===== src/rtl/bus10_pkg.sv =====
// Shared definitions for the bus10 arbiter slice: FSM state encoding,
// the transfer-counter wrap limit and the default burst length.
package bus10_pkg;

  typedef enum logic [1:0] {
    IDLE = 2'd0,
    G0   = 2'd1,
    G1   = 2'd2
  } state_t;

  // Highest value the accepted-beat counter reaches before wrapping to 0
  localparam logic [9:0] MOD_LIMIT = 10'd999;

  // Beats per tenure when the instantiating design does not override it
  localparam int DEFAULT_MAX_BURST = 4;

endpackage : bus10_pkg


===== src/rtl/bus10_arbiter_mod1000_counter.sv =====
// Modulo-1000 event counter: counts enabled cycles 0..999 and wraps to 0.
// Used by bus10_arbiter to report accepted beats when BUS10_XFER_CNT_EN is set.
module mod1000_counter
  import bus10_pkg::*;
(
  input  logic       clk,
  input  logic       rst_n,
  input  logic       i_en,
  input  logic       i_clear,
  output logic [9:0] o_count
);

  logic [9:0] r_count;

  // Count enabled cycles; clear and reset both take priority over counting
  always_ff @(posedge clk) begin
    if (!rst_n || i_clear) begin
      r_count <= '0;
    end else if (i_en) begin
      r_count <= (r_count == MOD_LIMIT) ? 10'd0 : r_count + 10'd1;
    end
  end

  assign o_count = r_count;

endmodule : mod1000_counter


===== src/rtl/bus10_arbiter.sv =====
// Two-requester round-robin arbiter/sequencer for the shared 10-bit mux10
// datapath. Owns the mux select and the per-requester grant/ready, forwards
// downstream backpressure and caps each tenure at MAX_BURST beats.
// Optional feature macro: BUS10_XFER_CNT_EN adds the xfer_cnt output, a
// modulo-1000 count of accepted beats.
module bus10_arbiter
  import bus10_pkg::*;
#(
  parameter int MAX_BURST = DEFAULT_MAX_BURST,
  parameter int CNT_W     = 4
)
(
  input  logic       clk,
  input  logic       rst_n,
  input  logic       req0,
  input  logic       req1,
  input  logic       out_ready,
  output logic       sel,
  output logic       gnt0,
  output logic       gnt1,
  output logic       rdy0,
  output logic       rdy1,
  output logic       out_valid,
  output logic       busy
`ifdef BUS10_XFER_CNT_EN
  ,
  output logic [9:0] xfer_cnt
`endif
);

  localparam logic [CNT_W-1:0] BURST_LAST = CNT_W'(MAX_BURST);

  state_t           r_state;
  logic             r_sel;
  logic             r_gnt0;
  logic             r_gnt1;
  logic             r_busy;
  logic             r_last_gnt;
  logic [CNT_W-1:0] r_cnt;

  logic [1:0]       w_gnt;
  logic [1:0]       w_req;
  logic [1:0]       w_rdy;
  logic [1:0]       w_take;
  logic [CNT_W-1:0] w_cnt_inc;
  logic             w_beat;
  logic             w_burst_done;

  assign w_gnt = {r_gnt1, r_gnt0};
  assign w_req = {req1, req0};

  // Per-requester handshake. Ready is masked while reset is asserted so a
  // tenure aborted by reset never accepts a beat in that cycle.
  genvar gi;
  generate
    for (gi = 0; gi < 2; gi++) begin : g_req
      assign w_rdy[gi]  = w_gnt[gi] & out_ready & rst_n;
      assign w_take[gi] = w_rdy[gi] & w_req[gi];
    end
  endgenerate

  assign w_beat       = |w_take;
  assign w_cnt_inc    = r_cnt + CNT_W'(1);
  assign w_burst_done = w_beat && (w_cnt_inc == BURST_LAST);

  // Arbitration FSM; grant, select and busy are registered copies of the next state
  always_ff @(posedge clk) begin
    if (!rst_n) begin
      r_state    <= IDLE;
      r_gnt0     <= 1'b0;
      r_gnt1     <= 1'b0;
      r_sel      <= 1'b0;
      r_busy     <= 1'b0;
      r_last_gnt <= 1'b1;
      r_cnt      <= '0;
    end else begin
      case (r_state)
        IDLE: begin
          // Tie goes to whichever requester was not served last
          if (req0 && (!req1 || r_last_gnt)) begin
            r_state <= G0;
            r_gnt0  <= 1'b1;
            r_sel   <= 1'b0;
            r_busy  <= 1'b1;
          end else if (req1) begin
            r_state <= G1;
            r_gnt1  <= 1'b1;
            r_sel   <= 1'b1;
            r_busy  <= 1'b1;
          end
          r_cnt <= '0;
        end

        G0: begin
          if (!req0 || w_burst_done) begin
            r_last_gnt <= 1'b0;
            r_cnt      <= '0;
            if (req1) begin
              r_state <= G1;
              r_gnt0  <= 1'b0;
              r_gnt1  <= 1'b1;
              r_sel   <= 1'b1;
            end else if (req0) begin
              // Burst limit hit with nobody else waiting: fresh tenure for 0
              r_state <= G0;
            end else begin
              r_state <= IDLE;
              r_gnt0  <= 1'b0;
              r_busy  <= 1'b0;
            end
          end else if (w_take[0]) begin
            r_cnt <= w_cnt_inc;
          end
        end

        G1: begin
          if (!req1 || w_burst_done) begin
            r_last_gnt <= 1'b1;
            r_cnt      <= '0;
            if (req0) begin
              r_state <= G0;
              r_gnt1  <= 1'b0;
              r_gnt0  <= 1'b1;
              r_sel   <= 1'b0;
            end else if (req1) begin
              r_state <= G1;
            end else begin
              r_state <= IDLE;
              r_gnt1  <= 1'b0;
              r_busy  <= 1'b0;
            end
          end else if (w_take[1]) begin
            r_cnt <= w_cnt_inc;
          end
        end

        default: begin
          r_state <= IDLE;
          r_gnt0  <= 1'b0;
          r_gnt1  <= 1'b0;
          r_busy  <= 1'b0;
          r_cnt   <= '0;
        end
      endcase
    end
  end

  assign sel       = r_sel;
  assign gnt0      = r_gnt0;
  assign gnt1      = r_gnt1;
  assign busy      = r_busy;
  assign rdy0      = w_rdy[0];
  assign rdy1      = w_rdy[1];
  assign out_valid = rst_n & ((r_gnt0 & req0) | (r_gnt1 & req1));

`ifdef BUS10_XFER_CNT_EN
  logic [9:0] w_xfer_cnt;

  mod1000_counter u_xfer_cnt (
    .clk     (clk),
    .rst_n   (rst_n),
    .i_en    (w_beat),
    .i_clear (1'b0),
    .o_count (w_xfer_cnt)
  );

  assign xfer_cnt = w_xfer_cnt;
`endif

endmodule : bus10_arbiter


===== config.mk =====
export PLATFORM = sky130hd
export DESIGN_NAME = bus10_arbiter
export DESIGN_NICKNAME = d
export VERILOG_FILES = /design/src/rtl/bus10_pkg.sv /design/src/rtl/bus10_arbiter_mod1000_counter.sv /design/src/rtl/bus10_arbiter.sv
export SDC_FILE = /design/constraint.sdc
export NUM_CORES = 1
export LEC_CHECK = 0
export BUFFER_PORTS_ARGS = -buffer_cell sky130_fd_sc_hd__buf_2
export CAP_MARGIN = 40
export CORE_UTILIZATION = 32
export DETAILED_ROUTE_END_ITERATION = 6
export REMOVE_ABC_BUFFERS = 1
export SYNTH_ARGS = -nofsm -noshare
export SYNTH_HDL_FRONTEND = slang
export SYNTH_SLANG_ARGS = --single-unit

===== constraint.sdc =====
create_clock -name clk -period 5.4 [get_ports clk]
set_clock_uncertainty 0.15 [all_clocks]
set_input_delay 0.81 -clock clk [delete_from_list [all_inputs] [get_ports clk]]
set_output_delay 0.81 -clock clk [all_outputs]
set_load 0.03 [all_outputs]

; After elaboration in Yosys (flattened, before gate mapping)
; Cells that the tools add are included.
[totals]
n_memories = 0
out_inout_bits = 7
ram_bits = 0
reg_bits = 11
mem_bits_ro = 0
latch_bits = 0
[classes]
n_reduce_logical = 18
bitwise_logic = 10
multipliers = 0
n_eq_ne = 17
mux = 44
addsub = 1
order_cmp = 0
div_mod_pow = 0
shift = 0
[op_table]
columns = operator, n
row1 = $mux W1, 26
row2 = $ne A2 B2 Y1 const B, 9
row3 = $mux W4, 4
row4 = $ne A3 B3 Y1 const B, 5
row5 = $mux W2, 7
row6 = $pmux W1 S3, 4
row7 = $and A1 B1 Y1, 9
row8 = $pmux W4 S2, 1
row9 = $reduce_and A4 Y1, 2
row10 = $reduce_and A7 Y1, 1
row11 = $pmux W2 S3, 1
row12 = $reduce_and A3 Y1, 2
row13 = $reduce_and A5 Y1, 1
row14 = $add A4 B1 Y4 const B, 1
row15 = $eq A4 B3 Y1 const B, 1
row16 = $logic_or A1 B1 Y1, 3
row17 = $reduce_bool A3 Y1, 1
row18 = $eq A2 B1 Y1 const B, 1
row19 = $eq A2 B2 Y1 const B, 1
row20 = $logic_and A1 B1 Y1, 2
row21 = $logic_not A1 Y1, 2
row22 = $logic_not A2 Y1, 1
row23 = $pmux W1 S2, 1
row24 = $reduce_and A2 Y1, 1
row25 = 3 further kinds, 3

; Logic depth before layout (Yosys ltp)
[logic_depth]
word_depth = 8
mapped_depth = 7
mapped_depth_nobuf = 7

; Worst setup path before layout
; No wires, ideal clock.
[synth_path]
path_kind = input -> output
start = in req0
end = out out_valid
slack_ns = 3.008
arrival_time_ns = 1.432
path_stages = 3
n_path_buf = 1
required_time_ns = 4.440
cell_sequence = buf_6 > a22oi_4 > nor2_1
[synth_between]
elab_chain_cells = 3
[synth_lines]
columns = item, line_no
row1 = from (decl), bus10_arbiter.sv:15  ; input logic req0,
row2 = $and A1 B1 Y1, bus10_arbiter.sv:154  ; assign out_valid = rst_n & ((r_gnt0 & req0) | (r_gnt1 & req1));
row3 = $or A1 B1 Y1, bus10_arbiter.sv:154
row4 = $and A1 B1 Y1, bus10_arbiter.sv:154
row5 = to (decl), bus10_arbiter.sv:23  ; output logic out_valid,
; No other way between the ends.

; Final worst setup path
[layout_path]
start = in rst_n
end = out rdy1
[layout_between]
elab_chain_cells = 1
[layout_lines]
columns = item, line_no
row1 = from (decl), bus10_arbiter.sv:14  ; input logic rst_n,
row2 = $and A1 B1 Y1, bus10_arbiter.sv:57  ; assign w_rdy[gi] = w_gnt[gi] & out_ready & rst_n;
row3 = to (decl), bus10_arbiter.sv:22  ; output logic rdy1,
; No other way between the ends.

==> flow_metrics.env <==
export IMPL_grt_antenna_before_repair=0
export IMPL_synth_most_common_cell="nor2_1"
export IMPL_fin_crit_ns=2.428
export IMPL_arrival_ns=1.47
export IMPL_placed_area_um2=867.1
export IMPL_tightest_slew_ns=0.3972
export IMPL_p_per_area_mw_per_mm2=395.3
export IMPL_rows=17
export IMPL_drc=0
export IMPL_num_fill_cells=245
export IMPL_grt_pass1_vias=670
export IMPL_clock_power_share=0.162
export IMPL_r2r_start="r_state[0]"
export IMPL_grt_max_degree=14
export IMPL_rsz0062_at_grt="no"
export IMPL_wl_per_cell_um=12.30
export IMPL_cts_repair_resized=0
export IMPL_worst_slack_ns=2.972
export IMPL_drv_slew=0
export IMPL_synth_area_leaders="dfxtp_1, ha_1, nor2_1, nand2_1, buf_6"
export IMPL_ys_seq_elements=11
export IMPL_root_buffer="clkbuf_4"
export IMPL_maxSlewHeadroom=0.7336
export IMPL_start_util=0.3546
export IMPL_ir_drop_mv=0.1707
export IMPL_clock_sinks=11
export IMPL_ys_seq_area_frac=0.2704
export IMPL_cap_viol_max_count=0
export IMPL_syn_avg_cell_area_um2=8.228
export IMPL_dp_hpwl_um=1282
export IMPL_yosysTopAreaCellShare=0.2704
export IMPL_synthArstFlopShare=0
export IMPL_ios=12
export IMPL_period_share=0.4497
export IMPL_core_mm2=0.002297
export IMPL_clk_pin_slew_ns=0.07
export IMPL_viasPerCell=5.449
export IMPL_place_ws_ns=2.964
export IMPL_hold_end="busy"
export IMPL_synth_cell_types=38
export IMPL_synth_ff_type="dfxtp_1"
export IMPL_globalplace_congestion=0.7712
export IMPL_reg2reg_slack_ns=3.46
export IMPL_areaGrowthSynthToFinish_pct=9.677
export IMPL_drtPass1Iterations=4
export IMPL_yosysTopAreaCell="dfxtp_1"
export IMPL_critPathLaunchType="input port"
export IMPL_routed_via_count=752
export IMPL_port_buffer_count=11
export IMPL_r2r_cells=7
export IMPL_power_frac_seq=0.333
export IMPL_grt_overflow_total=0
export IMPL_pwr_share_comb=0.505
export IMPL_die_h_um=52.45
export IMPL_end_kind="output pin"
export IMPL_wl_um=1697
export IMPL_clk_latency_ns=0.27
export IMPL_worst_path_max_fanout=13
export IMPL_critical_path_class="in -> out"
export IMPL_hold_depth=2
export IMPL_grt_pass1_wl_um=2946
export IMPL_hp_class="reg -> reg"
export IMPL_grt_use_total=0.1471
export IMPL_hold_ws_ns=0.3437
export IMPL_ys_warn_count=0
export IMPL_die_w_um=52.45
export IMPL_post_cts_setup_buffer_count=0
export IMPL_syn_area_um2=814.5
export IMPL_stdcell_count=138
export IMPL_cts_path_max_buffers=2
export IMPL_synthTopCellsByCount="nor2_1, nand2_1, dfxtp_1, ha_1, o21ai_0"
export IMPL_p_switching_uw=156.2
export IMPL_diodes=0
export IMPL_nNetsFinal=122
export IMPL_cts_hold_buf=0
export IMPL_power_leakage_nw=0.4062
export IMPL_max_freq_mhz=411.8
export IMPL_status="finished, final reports clean"
export IMPL_p_int_uw=197.0
export IMPL_cts_tree="done"
export IMPL_rr_endpoint="r_cnt[0]"
export IMPL_htree_num_levels=1
export IMPL_cp_required_ns=4.44
export IMPL_fin_area_um2=893.4
export IMPL_synth_edff_count=0
export IMPL_fin_setup_tns_ns=0
export IMPL_crit_path_start="rst_n"
export IMPL_finalSetupViolCount=0
export IMPL_die_area_mm2=0.002751
export IMPL_drt_iter0_markers=12
export IMPL_synth_cells=99
export IMPL_dpl_cell_count=134
export IMPL_power_switching_share=0.4422
export IMPL_drive_gt1_frac=0.2182
export IMPL_hold_viol=0
export IMPL_min_from="busy"
export IMPL_cts_buffers=3
export IMPL_antenna_left=0
-- metal layers --
layer	wire [um]	track usage	share of wire
met4	14	0.05263	0.0082
met2	797	0.2321	0.47
met5	0	0	0
met1	808	0.1820	0.48
met3	77	0.05217	0.045
-- layout make-up --
class,count,area (um^2),share of cell area
clock buffers,4,26.28,0.02941
repair buffers,11,55.05,0.06162
well taps,28,35.03,0.03922
flip-flops and latches,11,220.2,0.2465
inverters,5,18.77,0.02101
multi-input cells,79,538.0,0.6022
-- registers in the layout, indices dropped and copies added, names as in the netlist --
name	flops
r_state	2
r_last_gnt	1
r_cnt	4
gnt1	1
sel	1
gnt0	1
busy	1
-- stage by stage --
| stage | util | total power [mW] |
|---|---|---|
| 5_1_grt | 0.3889 | 0.3808 |
| 3_3_place_gp | 0.3775 | 0.2957 |
| 4_1_cts | 0.3889 | 0.3588 |
| 2_1_floorplan | - | 0.2538 |
| 3_5_place_dp | 0.3775 | 0.2979 |
| 6_report | 0.3889 | 0.3532 |
-- power by group through the flow --
stage / clock network, mW / registers, mW / logic [mW]
2_1_floorplan: 0 / 0.137 / 0.117
3_3_place_gp: 0 / 0.118 / 0.177
3_5_place_dp: 0 / 0.119 / 0.179
4_1_cts: 0.0623 / 0.117 / 0.180
5_1_grt: 0.0647 / 0.120 / 0.196
6_report: 0.0574 / 0.118 / 0.178
-- worst max-delay path: stages --
cell    delay [ns]
buf_2         0.23
and3_1        0.22
buf_2         0.20
-- cells in the final DEF, fill, tap and decap left out, types with 2 or more instances in the layout --
cell type,instances
o21ai_0,6
nand2_1,12
buf_2,11
and3_1,2
nor3_1,3
dfxtp_1,11
a21oi_1,5
o21a_1,2
inv_1,4
clkbuf_4,3
nor2_1,13
mux2i_1,2
nand2b_1,2
nand3_1,4
ha_1,6
-- worst max path at each step --
stage | to | depth (start not counted) | slack [ns]
finish | rdy1 | 3 | 2.97
floorplan | out_valid | 2 | 3.13
global placement | rdy0 | 3 | 2.98
CTS | rdy0 | 3 | 2.97
global route | rdy0 | 3 | 2.92
detailed placement | rdy0 | 3 | 2.96
-- kinds of logic after synthesis --
kind of cell,Yosys count,share of synthesized area
AOI/OAI and AO/OA,28,0.2657
adders and majority gates,6,0.09216
buffers and inverters,9,0.06911
and+or+nand+nor,41,0.2565
xor gates and xnor gates,2,0.02151
DFF,11,0.2704
muxes,2,0.02458
Power figures use the tool's default switching activity.
